===== src/rtl/qam_upsample_fir.sv =====
// qam_upsample_fir: Gray-mapped QAM symbol upsampler with
// per-rail programmable FIR, saturating I/Q outputs.
module qam_upsample_fir #(
  parameter int SYM_BITS = 6,
  parameter int NTAPS    = 8,
  parameter int COEF_W   = 8,
  parameter int RATE_W   = 4,
  parameter int SHIFT    = 0,
  parameter int OUT_W    = 10
) (
  input  logic                     clk,
  input  logic                     rst,
  input  logic [SYM_BITS-1:0]      sym_in,
  input  logic                     sym_valid,
  output logic                     sym_ready,
  input  logic [RATE_W-1:0]        rate,
  input  logic                     coef_we,
  input  logic [$clog2(NTAPS)-1:0] coef_addr,
  input  logic [COEF_W-1:0]        coef_data,
  output logic [OUT_W-1:0]         I_out,
  output logic [OUT_W-1:0]         Q_out,
  output logic                     out_valid,
  output logic                     ovf,
  output logic                     underrun
);

  localparam int M     = SYM_BITS / 2;
  localparam int AW    = $clog2(NTAPS);
  localparam int ACC_W = M + 1 + COEF_W + AW;
  localparam int SW    = ((ACC_W > OUT_W) ? ACC_W : OUT_W) + 1;

  localparam logic signed [SW-1:0] MAXV =
    SW'(2 ** (OUT_W - 1) - 1);
  localparam logic signed [SW-1:0] MINV =
    SW'(-(2 ** (OUT_W - 1)));

  localparam logic [0:0] WAIT_FIRST = 1'b0;
  localparam logic [0:0] RUN        = 1'b1;

  // Gray code to binary index, then to odd PAM level.
  function automatic logic signed [M:0] lvl(
    input logic [M-1:0] g
  );
    logic [M-1:0] b;
    logic [M+1:0] t;
    b[M-1] = g[M-1];
    for (int i = M - 2; i >= 0; i--)
      b[i] = b[i+1] ^ g[i];
    t = {1'b0, b, 1'b0} - (M+2)'((1 << M) - 1);
    return t[M:0];
  endfunction

  // A programmed rate of zero means no upsampling.
  function automatic logic [RATE_W-1:0] leff(
    input logic [RATE_W-1:0] r
  );
    return (r == '0) ? RATE_W'(1) : r;
  endfunction

  // Clip to the output range; MSB flags a clip.
  function automatic logic [OUT_W:0] sat(
    input logic signed [SW-1:0] v
  );
    if (v > MAXV)
      return {1'b1, MAXV[OUT_W-1:0]};
    else if (v < MINV)
      return {1'b1, MINV[OUT_W-1:0]};
    else
      return {1'b0, v[OUT_W-1:0]};
  endfunction

  logic [RATE_W-1:0] phase_q, phase_d;
  logic [RATE_W-1:0] l_q, l_d;
  logic [0:0]        state_q, state_d;
  logic signed [M:0] dli_q [NTAPS];
  logic signed [M:0] dlq_q [NTAPS];
  logic signed [COEF_W-1:0] coef_q [NTAPS];
  logic [OUT_W-1:0]  i_q, q_q;
  logic              vld_q, ovf_q, udr_q, udr_d;

  logic              wrap, xfer;
  logic signed [M:0] xi, xq;
  logic signed [ACC_W-1:0] acc_i, acc_q;
  logic signed [SW-1:0] sh_i, sh_q;
  logic [OUT_W-1:0]  si, sq;
  logic              ci, cq;

  assign sym_ready = (phase_q == '0);
  assign I_out     = i_q;
  assign Q_out     = q_q;
  assign out_valid = vld_q;
  assign ovf       = ovf_q;
  assign underrun  = udr_q;

  // Phase counter, rate latch, handshake and sample injection.
  always_comb begin
    wrap    = (phase_q == l_q - RATE_W'(1));
    phase_d = wrap ? '0 : phase_q + RATE_W'(1);
    l_d     = wrap ? leff(rate) : l_q;
    xfer    = sym_valid && sym_ready;
    xi      = xfer ? lvl(sym_in[SYM_BITS-1:M]) : '0;
    xq      = xfer ? lvl(sym_in[M-1:0]) : '0;
    state_d = xfer ? RUN : state_q;
    udr_d   = udr_q | (sym_ready & ~sym_valid &
                       (state_q == RUN));
  end

  // FIR sums over the delay lines, shift and saturate.
  always_comb begin
    acc_i = '0;
    acc_q = '0;
    for (int k = 0; k < NTAPS; k++) begin
      acc_i += ACC_W'(dli_q[k]) * ACC_W'(coef_q[k]);
      acc_q += ACC_W'(dlq_q[k]) * ACC_W'(coef_q[k]);
    end
    sh_i = SW'(acc_i) >>> SHIFT;
    sh_q = SW'(acc_q) >>> SHIFT;
    {ci, si} = sat(sh_i);
    {cq, sq} = sat(sh_q);
  end

  // State, delay lines, coefficients and output registers.
  always_ff @(posedge clk) begin
    if (!rst) begin
      phase_q <= '0;
      l_q     <= leff(rate);
      state_q <= WAIT_FIRST;
      for (int k = 0; k < NTAPS; k++) begin
        dli_q[k]  <= '0;
        dlq_q[k]  <= '0;
        coef_q[k] <= (k == 0) ? COEF_W'(1) : '0;
      end
      i_q   <= '0;
      q_q   <= '0;
      vld_q <= 1'b0;
      ovf_q <= 1'b0;
      udr_q <= 1'b0;
    end else begin
      phase_q  <= phase_d;
      l_q      <= l_d;
      state_q  <= state_d;
      dli_q[0] <= xi;
      dlq_q[0] <= xq;
      for (int k = 1; k < NTAPS; k++) begin
        dli_q[k] <= dli_q[k-1];
        dlq_q[k] <= dlq_q[k-1];
      end
      if (coef_we &&
          ({1'b0, coef_addr} < (AW+1)'(NTAPS)))
        coef_q[coef_addr] <= coef_data;
      i_q   <= si;
      q_q   <= sq;
      vld_q <= (state_q == RUN);
      ovf_q <= ovf_q | ci | cq;
      udr_q <= udr_d;
    end
  end

endmodule


===== config.mk =====
export PLATFORM = sky130hd
export DESIGN_NAME = qam_upsample_fir
export DESIGN_NICKNAME = d
export VERILOG_FILES = /design/src/rtl/qam_upsample_fir.sv
export SDC_FILE = /design/constraint.sdc
export NUM_CORES = 2
export LEC_CHECK = 0
export CELL_PAD_IN_SITES_DETAIL_PLACEMENT = 1
export CELL_PAD_IN_SITES_GLOBAL_PLACEMENT = 1
export CORE_ASPECT_RATIO = 0.5
export CORE_MARGIN = 1.5
export CORE_UTILIZATION = 34
export CTS_CLUSTER_DIAMETER = 120
export DETAILED_ROUTE_END_ITERATION = 12
export GPL_ROUTABILITY_DRIVEN = 0
export GPL_TIMING_DRIVEN = 1
export PLACE_DENSITY = 0.58
export SLEW_MARGIN = 30
export SYNTH_ARGS = -nofsm -noshare
export SYNTH_HDL_FRONTEND = slang
export SYNTH_SLANG_ARGS = --single-unit

===== constraint.sdc =====
create_clock -name clk -period 8.5 [get_ports clk]
set_input_delay 1.7 -clock clk [delete_from_list [all_inputs] [get_ports clk]]
set_output_delay 1.7 -clock clk [all_outputs]
set_load 0.03 [all_outputs]

## Word-level counts from Yosys, hierarchy flattened

Memory sizes are Yosys's and may differ from the RTL's.
Cells that the tools add are included.
W data, S select, Z words.

- Output and inout bits: 24
- Memories: 3
- Bits in writable memories: 128
- Bits in latches: 0
- Word-level logic and storage cells: 120
- Flip-flop bits (word level): 32
- Input port bits: 25
- Bits in read-only memories: 0

- Mux-type cells: 33
- Bitwise logic cells: 27
- Reductions and logical operators: 7
- Magnitude comparators: 4
- Divide/modulo/power cells: 0
- Equality and inequality tests: 2
- Shift operators: 0
- Multiply operators: 16
- $add $sub $neg: 18

Memory list:

| memory | depth | bits a word | read ports | clocked after memory_dff | write ports | line | RTL |
|---|---|---|---|---|---|---|---|
| coef_q | 8 | 8 | 8 | 0 | 8 | 77 | `logic signed [COEF_W-1:0] coef_q [NTAPS];` |
| dli_q | 8 | 4 | 8 | 0 | 8 | 75 | `logic signed [M:0] dli_q [NTAPS];` |
| dlq_q | 8 | 4 | 8 | 0 | 8 | 76 | `logic signed [M:0] dlq_q [NTAPS];` |

Operator list:

| operator | number |
|---|---|
| $mul A4 B8 Y12 | 16 |
| $add A15 B12 Y15 | 8 |
| $mux W4 | 21 |
| $mux W11 | 4 |
| $add A14 B12 Y15 | 2 |
| $gt A15 B10 Y1 const B | 2 |
| $lt A15 B10 Y1 const B | 2 |
| $add A13 B12 Y14 | 2 |
| $add A12 B12 Y13 | 2 |
| $or A1 B1 Y1 | 19 |
| $logic_not A4 Y1 | 2 |
| $mux W8 | 1 |
| $reduce_or A8 Y1 | 1 |
| $sub A4 B3 Y4 const B | 2 |
| $mux W1 | 6 |
| $reduce_or A2 Y1 | 3 |
| $add A4 B1 Y4 const B | 1 |
| $eq A4 B4 Y1 | 1 |
| $sub A4 B1 Y4 const B | 1 |
| $xor A1 B1 Y1 | 4 |
| $mux W3 | 1 |
| $and A1 B1 Y1 | 2 |
| $ne A2 B1 Y1 const B | 1 |
| $not A1 Y1 | 2 |
| $logic_and A1 B1 Y1 | 1 |

## Longest topological paths before layout

- Depth after elaboration: 13
- Depth in mapped cells: 26
- Gate-level depth less buffers: 26

## Least setup slack after synthesis

OpenSTA, ideal clock, no wires.

- Path kind: flip-flop to flip-flop
- From: memory dlq_q[0][28] (netlist name)
- To: register ovf_q, in the netlist ovf
- Path buffers: 1
- Setup slack: 1.382 ns
- Arrival: 6.999 ns
- Library setup time: 0.120 ns
- Clock period less this slack: 7.118 ns
- Required time: 8.380 ns
- Cell stages (with the launch flop): 24
- Cell sequence: dfxtp_1 -> clkbuf_1 -> and2_1 -> fa_1 -> inv_1 -> fa_1 -> fa_1 -> inv_1 -> fa_1 -> fa_1 -> fa_1 -> fa_1 -> inv_1 -> fa_1 -> inv_1 -> ha_1 -> and2_1 -> a221o_1 -> a41o_1 -> a21oi_1 -> xor2_1 -> nor4_1 -> mux2i_1 -> o31a_1

RTL lines:

| item | line | RTL |
|---|---|---|
| from (decl) | 76 |  |
| to (signal assigned) | 154 | `ovf_q <= ovf_q \| ci \| cq;` |
| to (decl) | 79 | `logic vld_q, ovf_q, udr_q, udr_d;` |

==> results <==
- The maximum clock frequency is ~0.12 GHz.
- For the worst-skew pair, the clock arrives at the later sink with an insertion delay of 0.48 ns.
- The mux share of post-synthesis cell area is 0.167%.
- Counting the buffers created by CTS gives 17.
- After detailed placement, the total cell area comes to 27,500 sq um.
- The number of synthesis warnings is 0.
- The floorplan die width is 391 um.
- The run finished with clean final reports.
- Counting the fill cells in the layout gives 8,206.
- The number of antenna violations at the first check in global routing is 1.
- The global route total overflow is 0.
- Excluding fillers, the count of instances in the completed layout stands at around 3,600.
- The peak ir drop on the vdd network is 0.000152 V.
- Net switching is around 43% of the power.
- After detailed routing, the total wire length is 79,500 um.
- The total number of nets in the final design is 3,330.
- In the synthesized netlist, the number of instances is 2,460.
- Setup violations remaining at the end of the flow were counted as 0.
- The number of global-route vias before repair was 18,800.
- The number of flops mapped to enable cells by yosys is 68.
- The number of port buffers is between 40 and 50.
- The complex-gate fraction of the synthesized area is about 2.9%.
- In this run the static leakage power is 13.4 nW.
- The sum of internal, switching and leakage power is 3.01 mW.
- Across the routed clock network, the largest skew measured is 0.0220 ns.
- The slowest library cell on the worst path is sky130_fd_sc_hd__dfxtp_1.
- The synthesized netlist devotes 2.22% of its cell area to XOR and XNOR gates.
- The detailed placement HPWL is 70,600 um.
- In this run the remaining antenna-violating nets after routing total 0.
- Pin placement for this block handled 49 I/O pins.
- The post-route cell area is 28,100 sq um.
- The number of buffers and inverters on the critical path is 6.
- Row generation in the floorplan step produced 70 rows.
- The TritonCTS clock tree is done.
- After detailed placement, the design holds a cell count of 3,532.
- The die covers 76,900 sq um.
- The worst endpoint required time is 8.87 ns.
- Traced cell by cell, the critical path runs through nand2_1 > buf_4 > fa_1 > fa_1 > inv_1 > fa_1 > inv_1 > fa_1 > inv_1 > fa_1 > fa_1 > fa_1 > inv_1 > fa_1 > inv_1 > ha_1 > and2_1 > a221o_1 > a41o_1 > a21oi_1 > xor2_1 > and4_1 > mux2i_1 > o31a_1.
- The number of max-cap violations is 0.
- The detailed router finished its first iteration with ~840 violations.
- The average cell area after synthesis is around 10 sq um.
- Measured against its own limit, the worst slew margin works out to between 20 and 30%.
- The dominant combinational cell family by area after synthesis is adder cells.
- Clock-pin slew was measured on the worst setup and hold paths at ~0.080 ns.
- The path class of the lowest-slack min-delay path is register to register.
- The minimum period implied by the final worst setup slack is just over 8 ns.
- The worst setup path is captured at a register.
- The worst setup path is launched from a register.
- The detailed router placed ~16,000 vias in this run.
- In this run the worst path has a maximum fanout of 9.
- The first global-routing pass estimated 122,000 um of wire.
- After layout, the worst path uses between 90% and 100% of the clock period.
- The max-slew violation total from the final report is 0.
- Setup repair after global routing left no endpoint under its margin.
- After synthesis the netlist holds a flip-flop and latch count of 152.
- For this design, the sink count on the clock tree is 152.
- The clock passes through at most 2 buffers.
- Cells fill approximately two fifths of the core in the end.
- The arrival time of data at the critical path endpoint is 8.50 ns.
- The setup path with the least slack is of type register to register.
- The sum of negative setup slack is 0 ns.
- The initial utilization of the core area, before any placement, comes to 34.7%.
- The die is 197 um tall.
- After floorplanning, the core was sized to cover 73,700 sq um.
- The post-synthesis sequential area ratio is between 10% and 20%.
- For the pin with the worst max-slew slack, the measured transition is 1.05 ns.
- The post-route netlist has roughly 3.7% of its cells at a drive strength greater than 1.
- For this design the ratio of total power to cell area is 107 nW/um^2.
- The first detailed-routing pass took 5 iterations.
- Dividing the detail-routed wire length by the instance count gives 22.3 um.
- The detailed-route DRC error count is 0.
- The dominant cell type by count on the critical path is sky130_fd_sc_hd__fa_1.
- Grouping stages by cell kind, the critical path spends the most delay in adder cells.
- The most instantiated flip-flop cell in the synthesis netlist is sky130_fd_sc_hd__dfxtp_1.
- Of the total synthesized cell area, the portion taken by AND, OR, NAND and NOR gates is 13.7%.
- The adder-cell area share of the yosys netlist is 55.8%.
- The via-per-instance ratio is 4.60.
- For this design, the CTS-stage hold fixing added 0 buffers.
- The clock network burns 27.8% of the power.
- The share of flip-flops with an asynchronous set or reset after synthesis is 0%.
- The total routing resource utilization after global routing is 22.1%.
- The area growth from synthesis to final layout is 10.1%.
- The clock tree root buffer cell is sky130_fd_sc_hd__clkbuf_16.
- The internal portion of the total power is approximately 1.7 mW.
- The cell area after technology mapping is roughly 26,000 sq um.
- The synthesized netlist net count is 3,247.
- The share of total power dissipated in combinational logic is 41.1%.
- The share of total power dissipated in sequential elements is 31.1%.
- The hold violation total from the final report is 0.
- Entering global routing, the biggest net connects 48 pins.
- The H-tree was split into 4 levels.
- The switching power is 1.28 mW.
- The largest single stage delay on the critical path is approximately 0.66 ns.
- The count of unique library cells instantiated by Yosys is 53.
-- cell families (layout without fill, tap and decap cells) --
family                     count (synthesis)  count (layout)
buffers and inverters                    725             821
AOI/OAI and AO/OA                        103             103
adders and majority gates                764             764
xor gates and xnor gates                  63              63
other                                      0               3
muxes                                      4               4
and+or+nand+nor                          649             649
DFF                                      152             152
-- cell type report --
type	count	area [sq um]	share of cell area [%]
multi-input combinational	1583	19100	68.0
timing repair buffer	87	768	2.73
clock buffer	17	425	1.51
inverter	702	2640	9.37
clock inverter	15	181	0.645
sequential	152	3720	13.2
tap	1008	1260	4.49
antenna	3	7.51	0.0267
-- timing repair --
| action | CTS | global route |
|---|---|---|
| endpoints found under the setup margin | 1 | 1 |
| pin swaps | 0 | 0 |
| buffers inserted | 0 | 0 |
| gates resized for setup | 1 | 2 |
-- layout by cell type, fill, tap and decap left out, types with 11 or more instances in the layout --
master and instances:
sky130_fd_sc_hd__a21oi_1 22, sky130_fd_sc_hd__and2_1 293, sky130_fd_sc_hd__buf_4 39, sky130_fd_sc_hd__clkbuf_16 17, sky130_fd_sc_hd__clkdlybuf4s50_1 47, sky130_fd_sc_hd__dfxtp_1 83, sky130_fd_sc_hd__edfxtp_1 68, sky130_fd_sc_hd__fa_1 625
sky130_fd_sc_hd__ha_1 137, sky130_fd_sc_hd__inv_1 702, sky130_fd_sc_hd__nand2_1 157, sky130_fd_sc_hd__nand2b_1 75, sky130_fd_sc_hd__nor2_1 59, sky130_fd_sc_hd__nor2b_1 39, sky130_fd_sc_hd__o21ai_0 23, sky130_fd_sc_hd__o21ai_1 11
sky130_fd_sc_hd__xnor2_1 43, sky130_fd_sc_hd__xor2_1 18
-- sequential cells by signal (all words and copies together) (netlist names) --
signal,count
phase_q,4
I_out,10
out_valid,1
underrun,1
dli_q,26
dlq_q,30
coef_q,64
Q_out,10
ovf,1
l_q,4
state_q,1
-- power by group through the flow --
stage / registers (mW) / logic, mW / clock network [mW]
detailed placement: 0.952 / 1.23 / 0
global route: 0.945 / 1.37 / 0.879
global placement: 0.953 / 1.21 / 0
finish: 0.935 / 1.24 / 0.835
CTS: 0.935 / 1.24 / 0.859
floorplan: 0.996 / 0.662 / 0
-- synth_stat cells (10+ instances only) --
master	n	area (sq um)
sky130_fd_sc_hd__inv_1	702	2640
sky130_fd_sc_hd__fa_1	625	12500
sky130_fd_sc_hd__and2_1	293	1830
sky130_fd_sc_hd__nand2_1	157	589
sky130_fd_sc_hd__ha_1	137	1710
sky130_fd_sc_hd__dfxtp_1	84	1680
sky130_fd_sc_hd__nand2b_1	75	469
sky130_fd_sc_hd__edfxtp_1	68	2040
sky130_fd_sc_hd__nor2_1	59	221
sky130_fd_sc_hd__xnor2_1	43	377
sky130_fd_sc_hd__nor2b_1	39	244
sky130_fd_sc_hd__o21ai_0	24	120
sky130_fd_sc_hd__a21oi_1	22	110
sky130_fd_sc_hd__clkbuf_1	22	82.6
sky130_fd_sc_hd__xor2_1	18	158
sky130_fd_sc_hd__o21ai_1	10	50.1
-- through the flow --
stage	worst slack (ns)	hold slack (ns)
2_1_floorplan	1.38	0.444
3_3_place_gp	-0.0828	0.470
3_5_place_dp	-0.0626	0.473
4_1_cts	0.215	0.493
5_1_grt	0.0789	0.506
6_report	0.371	0.491
-- final timing paths --
| kind | startpoint | to | slack [ns] | cells past startpoint |
|---|---|---|---|---|
| max | dlq_q[0][8]$_SDFF_PN0_ | ovf$_SDFF_PN0_ | 0.37 | 24 |
| min | state_q$_SDFFE_PN0P_ | out_valid$_SDFF_PN0_ | 0.49 | 1 |
| max reg2reg | dlq_q[0][8]$_SDFF_PN0_ | ovf$_SDFF_PN0_ | 0.37 | 24 |
| min reg2reg | state_q$_SDFFE_PN0P_ | out_valid$_SDFF_PN0_ | 0.49 | 1 |
-- routing by layer --
layer / up-vias / global-route usage, % / share of wire, %
met5: - / 0 / 0
li1: 7237 / - / -
met2: 306 / 33.2 / 44
met3: 50 / 3.67 / 5.2
met4: 0 / 4.41 / 1.6
met1: 8812 / 33.4 / 49
(Power assumes the default switching activity.)
